File: src/rtl/sha2_pkg.sv
// sha2_pkg: shared SHA-2 constants (round K tables, Sigma rotation amounts) and the
// compression FSM state type.
package sha2_pkg;

    typedef enum logic [1:0] {IDLE, ROUND, DONE} state_t;

    // Sigma0 / Sigma1 rotation triples, indexed [sigma][term]
    localparam int SIG256 [2][3] = '{'{2, 13, 22}, '{6, 11, 25}};
    localparam int SIG512 [2][3] = '{'{28, 34, 39}, '{14, 18, 41}};

    function automatic int sig_rot(input int w, input int s, input int t);
        return (w == 32) ? SIG256[s][t] : SIG512[s][t];
    endfunction

    localparam logic [31:0] K256 [64] = '{
        32'h428a2f98, 32'h71374491, 32'hb5c0fbcf, 32'he9b5dba5, 32'h3956c25b, 32'h59f111f1, 32'h923f82a4, 32'hab1c5ed5,
        32'hd807aa98, 32'h12835b01, 32'h243185be, 32'h550c7dc3, 32'h72be5d74, 32'h80deb1fe, 32'h9bdc06a7, 32'hc19bf174,
        32'he49b69c1, 32'hefbe4786, 32'h0fc19dc6, 32'h240ca1cc, 32'h2de92c6f, 32'h4a7484aa, 32'h5cb0a9dc, 32'h76f988da,
        32'h983e5152, 32'ha831c66d, 32'hb00327c8, 32'hbf597fc7, 32'hc6e00bf3, 32'hd5a79147, 32'h06ca6351, 32'h14292967,
        32'h27b70a85, 32'h2e1b2138, 32'h4d2c6dfc, 32'h53380d13, 32'h650a7354, 32'h766a0abb, 32'h81c2c92e, 32'h92722c85,
        32'ha2bfe8a1, 32'ha81a664b, 32'hc24b8b70, 32'hc76c51a3, 32'hd192e819, 32'hd6990624, 32'hf40e3585, 32'h106aa070,
        32'h19a4c116, 32'h1e376c08, 32'h2748774c, 32'h34b0bcb5, 32'h391c0cb3, 32'h4ed8aa4a, 32'h5b9cca4f, 32'h682e6ff3,
        32'h748f82ee, 32'h78a5636f, 32'h84c87814, 32'h8cc70208, 32'h90befffa, 32'ha4506ceb, 32'hbef9a3f7, 32'hc67178f2
    };

    localparam logic [63:0] K512 [80] = '{
        64'h428a2f98d728ae22, 64'h7137449123ef65cd, 64'hb5c0fbcfec4d3b2f, 64'he9b5dba58189dbbc,
        64'h3956c25bf348b538, 64'h59f111f1b605d019, 64'h923f82a4af194f9b, 64'hab1c5ed5da6d8118,
        64'hd807aa98a3030242, 64'h12835b0145706fbe, 64'h243185be4ee4b28c, 64'h550c7dc3d5ffb4e2,
        64'h72be5d74f27b896f, 64'h80deb1fe3b1696b1, 64'h9bdc06a725c71235, 64'hc19bf174cf692694,
        64'he49b69c19ef14ad2, 64'hefbe4786384f25e3, 64'h0fc19dc68b8cd5b5, 64'h240ca1cc77ac9c65,
        64'h2de92c6f592b0275, 64'h4a7484aa6ea6e483, 64'h5cb0a9dcbd41fbd4, 64'h76f988da831153b5,
        64'h983e5152ee66dfab, 64'ha831c66d2db43210, 64'hb00327c898fb213f, 64'hbf597fc7beef0ee4,
        64'hc6e00bf33da88fc2, 64'hd5a79147930aa725, 64'h06ca6351e003826f, 64'h142929670a0e6e70,
        64'h27b70a8546d22ffc, 64'h2e1b21385c26c926, 64'h4d2c6dfc5ac42aed, 64'h53380d139d95b3df,
        64'h650a73548baf63de, 64'h766a0abb3c77b2a8, 64'h81c2c92e47edaee6, 64'h92722c851482353b,
        64'ha2bfe8a14cf10364, 64'ha81a664bbc423001, 64'hc24b8b70d0f89791, 64'hc76c51a30654be30,
        64'hd192e819d6ef5218, 64'hd69906245565a910, 64'hf40e35855771202a, 64'h106aa07032bbd1b8,
        64'h19a4c116b8d2d0c8, 64'h1e376c085141ab53, 64'h2748774cdf8eeb99, 64'h34b0bcb5e19b48a8,
        64'h391c0cb3c5c95a63, 64'h4ed8aa4ae3418acb, 64'h5b9cca4f7763e373, 64'h682e6ff3d6b2b8a3,
        64'h748f82ee5defb2fc, 64'h78a5636f43172f60, 64'h84c87814a1f0ab72, 64'h8cc702081a6439ec,
        64'h90befffa23631e28, 64'ha4506cebde82bde9, 64'hbef9a3f7b2c67915, 64'hc67178f2e372532b,
        64'hca273eceea26619c, 64'hd186b8c721c0c207, 64'heada7dd6cde0eb1e, 64'hf57d4f7fee6ed178,
        64'h06f067aa72176fba, 64'h0a637dc5a2c898a6, 64'h113f9804bef90dae, 64'h1b710b35131c471b,
        64'h28db77f523047d84, 64'h32caab7b40c72493, 64'h3c9ebe0a15c9bebc, 64'h431d67c49c100d4c,
        64'h4cc5d4becb3e42b6, 64'h597f299cfc657e2a, 64'h5fcb6fab3ad6faec, 64'h6c44198c4a475817
    };

endpackage

File: src/rtl/sha2_round.sv
// sha2_round: one combinational SHA-2 round (Sigma0, Sigma1, Ch, Maj) producing the
// shifted working variables a..h for either word width.
module sha2_round import sha2_pkg::*; #(
    parameter int WORD_W = 32
) (
    input  logic [WORD_W-1:0] i_a,
    input  logic [WORD_W-1:0] i_b,
    input  logic [WORD_W-1:0] i_c,
    input  logic [WORD_W-1:0] i_d,
    input  logic [WORD_W-1:0] i_e,
    input  logic [WORD_W-1:0] i_f,
    input  logic [WORD_W-1:0] i_g,
    input  logic [WORD_W-1:0] i_h,
    input  logic [WORD_W-1:0] i_k,
    input  logic [WORD_W-1:0] i_w,
    output logic [WORD_W-1:0] o_a,
    output logic [WORD_W-1:0] o_b,
    output logic [WORD_W-1:0] o_c,
    output logic [WORD_W-1:0] o_d,
    output logic [WORD_W-1:0] o_e,
    output logic [WORD_W-1:0] o_f,
    output logic [WORD_W-1:0] o_g,
    output logic [WORD_W-1:0] o_h
);

    function automatic logic [WORD_W-1:0] rotr(input logic [WORD_W-1:0] x, input int r);
        return (x >> r) | (x << (WORD_W - r));
    endfunction

    logic [WORD_W-1:0] w_s0, w_s1, w_ch, w_maj, w_t1, w_t2;

    always_comb begin
        w_s0  = rotr(i_a, sig_rot(WORD_W, 0, 0)) ^ rotr(i_a, sig_rot(WORD_W, 0, 1)) ^ rotr(i_a, sig_rot(WORD_W, 0, 2));
        w_s1  = rotr(i_e, sig_rot(WORD_W, 1, 0)) ^ rotr(i_e, sig_rot(WORD_W, 1, 1)) ^ rotr(i_e, sig_rot(WORD_W, 1, 2));
        w_ch  = (i_e & i_f) ^ (~i_e & i_g);
        w_maj = (i_a & i_b) ^ (i_a & i_c) ^ (i_b & i_c);
        w_t1  = i_h + w_s1 + w_ch + i_k + i_w;
        w_t2  = w_s0 + w_maj;
    end

    assign o_a = w_t1 + w_t2;
    assign o_b = i_a;
    assign o_c = i_b;
    assign o_d = i_c;
    assign o_e = i_d + w_t1;
    assign o_f = i_e;
    assign o_g = i_f;
    assign o_h = i_g;

endmodule

File: src/rtl/sha2_compress_core.sv
// sha2_compress_core: SHA-256/512 compression engine consuming one schedule word per round
// and returning H + working variables. Optional `abort` port via SHA2_CMP_ABORT_EN.
module sha2_compress_core import sha2_pkg::*; #(
    parameter int  WORD_W = 32,
    localparam int ROUNDS = (WORD_W == 64) ? 80 : 64
) (
    input  logic                CLK,
    input  logic                RESET_N,
`ifdef SHA2_CMP_ABORT_EN
    input  logic                abort,
`endif
    input  logic                start,
    input  logic [8*WORD_W-1:0] h_in,
    input  logic                w_valid,
    output logic                w_ready,
    input  logic [WORD_W-1:0]   w_data,
    output logic                busy,
    output logic                dig_valid,
    input  logic                dig_ready,
    output logic [8*WORD_W-1:0] digest
);

    if (WORD_W != 32 && WORD_W != 64) begin : g_bad_width
        $error("sha2_compress_core: WORD_W must be 32 or 64");
    end

    state_t              r_state, w_next;
    logic [6:0]          r_rnd;
    logic [WORD_W-1:0]   r_hv [8];
    logic [WORD_W-1:0]   r_v [8];
    logic [WORD_W-1:0]   w_hin [8];
    logic [WORD_W-1:0]   w_nv [8];
    logic [WORD_W-1:0]   w_k;
    logic [8*WORD_W-1:0] w_sum, r_digest;
    logic                w_abort, w_start, w_fire, w_last;

`ifdef SHA2_CMP_ABORT_EN
    assign w_abort = abort;
`else
    assign w_abort = 1'b0;
`endif

    assign w_start = (r_state == IDLE) && start;
    assign w_fire  = (r_state == ROUND) && w_valid;
    assign w_last  = w_fire && (r_rnd == 7'(ROUNDS - 1));

    // Word 0 (H0 / a) sits in the MSBs of both h_in and digest
    for (genvar i = 0; i < 8; i++) begin : g_word
        assign w_hin[i] = h_in[(7-i)*WORD_W +: WORD_W];
        assign w_sum[(7-i)*WORD_W +: WORD_W] = r_hv[i] + w_nv[i];
    end

    if (WORD_W == 32) begin : g_k256
        assign w_k = K256[r_rnd[5:0]];
    end else begin : g_k512
        assign w_k = K512[r_rnd];
    end

    sha2_round #(.WORD_W(WORD_W)) u_round (
        .i_a(r_v[0]), .i_b(r_v[1]), .i_c(r_v[2]), .i_d(r_v[3]),
        .i_e(r_v[4]), .i_f(r_v[5]), .i_g(r_v[6]), .i_h(r_v[7]),
        .i_k(w_k), .i_w(w_data),
        .o_a(w_nv[0]), .o_b(w_nv[1]), .o_c(w_nv[2]), .o_d(w_nv[3]),
        .o_e(w_nv[4]), .o_f(w_nv[5]), .o_g(w_nv[6]), .o_h(w_nv[7])
    );

    always_ff @(posedge CLK or negedge RESET_N) begin
        if (!RESET_N) r_state <= IDLE;
        else          r_state <= w_next;
    end

    always_comb begin
        w_next = r_state;
        if (w_abort)                           w_next = IDLE;
        else if (w_start)                      w_next = ROUND;
        else if (w_last)                       w_next = DONE;
        else if (r_state == DONE && dig_ready) w_next = IDLE;
    end

    always_ff @(posedge CLK or negedge RESET_N) begin
        if (!RESET_N) begin
            r_rnd    <= '0;
            r_hv     <= '{default: '0};
            r_v      <= '{default: '0};
            r_digest <= '0;
        end else if (w_abort) begin
            r_rnd    <= '0;
            r_v      <= '{default: '0};
            r_digest <= '0;
        end else if (w_start) begin
            r_rnd <= '0;
            r_hv  <= w_hin;
            r_v   <= w_hin;
        end else if (w_fire) begin
            r_v   <= w_nv;
            r_rnd <= w_last ? '0 : r_rnd + 7'd1;
            if (w_last) r_digest <= w_sum;
        end
    end

    assign w_ready   = (r_state == ROUND);
    assign busy      = (r_state != IDLE);
    assign dig_valid = (r_state == DONE);
    assign digest    = r_digest;

endmodule

File: config.mk
export PLATFORM = sky130hd
export DESIGN_NAME = sha2_compress_core
export DESIGN_NICKNAME = d
export VERILOG_FILES = /design/src/rtl/sha2_pkg.sv /design/src/rtl/sha2_round.sv /design/src/rtl/sha2_compress_core.sv
export SDC_FILE = /design/constraint.sdc
export NUM_CORES = 2
export LEC_CHECK = 0
export CORE_MARGIN = 4
export CORE_UTILIZATION = 40
export DETAILED_ROUTE_END_ITERATION = 6
export PLACE_DENSITY = 0.61
export SYNTH_ARGS = -nofsm -noshare
export SYNTH_HDL_FRONTEND = slang
export SYNTH_SLANG_ARGS = --single-unit
File: constraint.sdc
create_clock -name CLK -period 10.9 [get_ports CLK]
set_input_delay 2.18 -clock CLK [delete_from_list [all_inputs] [get_ports CLK]]
set_output_delay 2.18 -clock CLK [all_outputs]
set_load 0.05 [all_outputs]
==> metrics <==
Synth cell types=85; GPL Wtd Cong=around 0.96; H-tree depth=3; syn_nets=7110; clock slew at reported path FFs=60 ps; Vias=48355; sequential share of the synthesized area=a little under two fifths; Worst Setup End Kind=flip-flop; final setup fails=0; fillcell total=approximately 13000; EDFF count, synth=0; Initial Util=40.22%; CTS Buffer Depth=3; most area-hungry cell type in the Yosys netlist=dfrtp_1; WS Path Type=in2reg; layout cells sized above 1=under 10%; worst hold-check path type=reg2reg; DR iter-0 viols=~4300; fin util=between 40% and 50%; FF+latch count, synth=777; initial antenna violation count=4; CP peak stage delay=550 ps; Num Clock Sinks=777; commonest non-fill, non-tap cell in the layout=nand2_1; Maximum Capacitance Violations=0; Layout area overhead=22.28%; cell count after synthesis=6312; IO Count=552; most frequent CP cell=inv_1; routed wl met3=14180 µm; nets@finish=7697; top_reg_cell synth=dfrtp_1; vias in the first global route=roughly 48000; top metal layer carrying routed signals=met5; total CTS buffers=92; CTS tree=built; port bufs=551; Slowest cell on crit path=clkdlybuf4s50_1; mapped cell area=~53000 µm²; post-detailed-route wirelength per cell=about 25 µm; global-route wire length before repair=between 300000 and 400000 µm; Die ar.=138100 µm²; Final Hold Fails=0; Crit path arrival time=11020 ps; f_max=96.25 MHz; CP startpoint kind=input port; post-synthesis average cell area=8.378 µm²; HPWL after DPL=~170000 µm; most frequent cells in the layout=nand2_1 (1638), dfrtp_1 (775), clkdlybuf4s50_1 (550), o21ai_0 (498), ha_1 (372); Max FO, Critical Path=4; cts hold-fix bufs=0; Final Skew=42.59 ps; worst skew pair latency=approximately 730 ps; WP buf/inv=7; status=complete, no violations; Rows=133; min Tclk post-route=10390 ps; total grt overflow=0; Die Width=about 370 µm; period utilization=95.32%; # DRC=0; top-area cell type share of the netlist area=between 30% and 40%; Tot GR Track Use=31.04%; Post-Route WL=218500 µm; Core Footprint=roughly 130000 µm²; Die Ht=371.6 µm; post-route ant nets=0; pin count of the biggest net entering global routing=193; ys async rst share=100.0%; fin area=64660 µm²; Slew Limit Fails=0; drt pass-1 iters=6; CP delay by family, top=compound AO/OA/AOI/OAI gates; Slew HR=28.90%; Setup TNS=0 ps; Least-Margin Pin Slew=between 1000 and 1500 ps; met1 WL=90340 µm; root buf cell=clkbuf_16; largest cells by area after synthesis=dfrtp_1 (37%), nand2_1 (12%), ha_1 (8.8%), fa_1 (5.0%), o21ai_0 (4.7%); Yosys warnings=0; Post-Place Cell Area=61390 µm²; Fin Hold WS=about 470 ps; unrepaired setup endpoints after global routing=false; post-DR vias/cell=5.541; Req. time, crit path=around 12000 ps; routed wl met2=roughly 100000 µm
[worst reg2reg max path, delay by kind of cell (launching register included)]
kind / cells / cell delay [ps]
AOI/OAI and AO/OA: 19 / 3630
xor gates and xnor gates: 3 / 720
adders and majority gates: 6 / 2230
buffers and inverters: 5 / 800
DFF: 1 / 370
and+or+nand+nor: 9 / 1710
[metrics by stage]
stage | instances | setup slack (ps)
CTS | 8724 | 369.2
global placement | 8559 | -365.0
detailed placement | 8559 | -379.5
floorplan | 6312 | 1079
finish | 8727 | 510.1
global route | 8726 | 1.075
[kinds of logic after synthesis]
group	synth area share [%]
buffers and inverters	4.732
adder cells (fa/ha/maj)	13.93
flip-flops	36.77
AO/OA/AOI/OAI	16.78
multiplexers	1.401
AND/OR/NAND/NOR	19.26
XOR/XNOR	7.132
[synthesized netlist by cell type (76+ instances only)]
master / instances
fa_1: 133
nand2_1: 1640
nand3_1: 274
a21o_1: 174
nor3_1: 76
ha_1: 372
clkbuf_1: 273
a21oi_1: 321
o21ai_0: 500
xor2_1: 163
xnor2_1: 265
nor2_1: 221
inv_1: 364
dfrtp_1: 777
[path summary, 6_finish.rpt]
| path | start | end | slack (ps) | cells past startpoint |
|---|---|---|---|---|
| min in group asynchronous | RESET_N | digest[7]$_DFFE_PN0P_ | 1440 | 1 |
| min reg2reg | digest[51]$_DFFE_PN0P_ | digest[51]$_DFFE_PN0P_ | 470 | 2 |
| min | digest[51]$_DFFE_PN0P_ | digest[51]$_DFFE_PN0P_ | 470 | 2 |
| max | w_data[2] | digest[255]$_DFFE_PN0P_ | 510 | 40 |
| max in group asynchronous | RESET_N | r_hv[172]$_DFFE_PN0P_ | 7350 | 3 |
| max reg2reg | r_rnd[1]$_DFFE_PN0P_ | digest[255]$_DFFE_PN0P_ | 1310 | 42 |
[area by class of cell]
class / instances / area (µm²) / area share (%)
multi-input combinational: 4869 / 31010 / 47.97
clock buffer: 126 / 2693 / 4.164
inverter: 369 / 1385 / 2.142
clock inverter: 39 / 516.7 / 0.7992
tap: 1755 / 2196 / 3.396
sequential: 777 / 19450 / 30.08
antenna: 2 / 5.005 / 0.007740
timing repair buffer: 790 / 7402 / 11.45
[flip-flops by register name, summed over array words and instances (netlist names)]
signal and count:
r_hv 256, r_rnd 7, r_state 2, digest 256, r_v 256
[per-layer routing]
layer | GRT usage [%] | vias up
met1 | 40.16 | 23494
met5 | 0 | -
li1 | - | 22494
met2 | 50.34 | 1889
met3 | 4.834 | 476
met4 | 15.95 | 2
[timing repair]
item                                    CTS  global route
endpoints found under the setup margin    0             3
buffers inserted                          0             1
gates resized for setup                   0            10
Power is not shown: default switching activity piles up to over one toggle a cycle in this logic, so the estimate is an artifact.
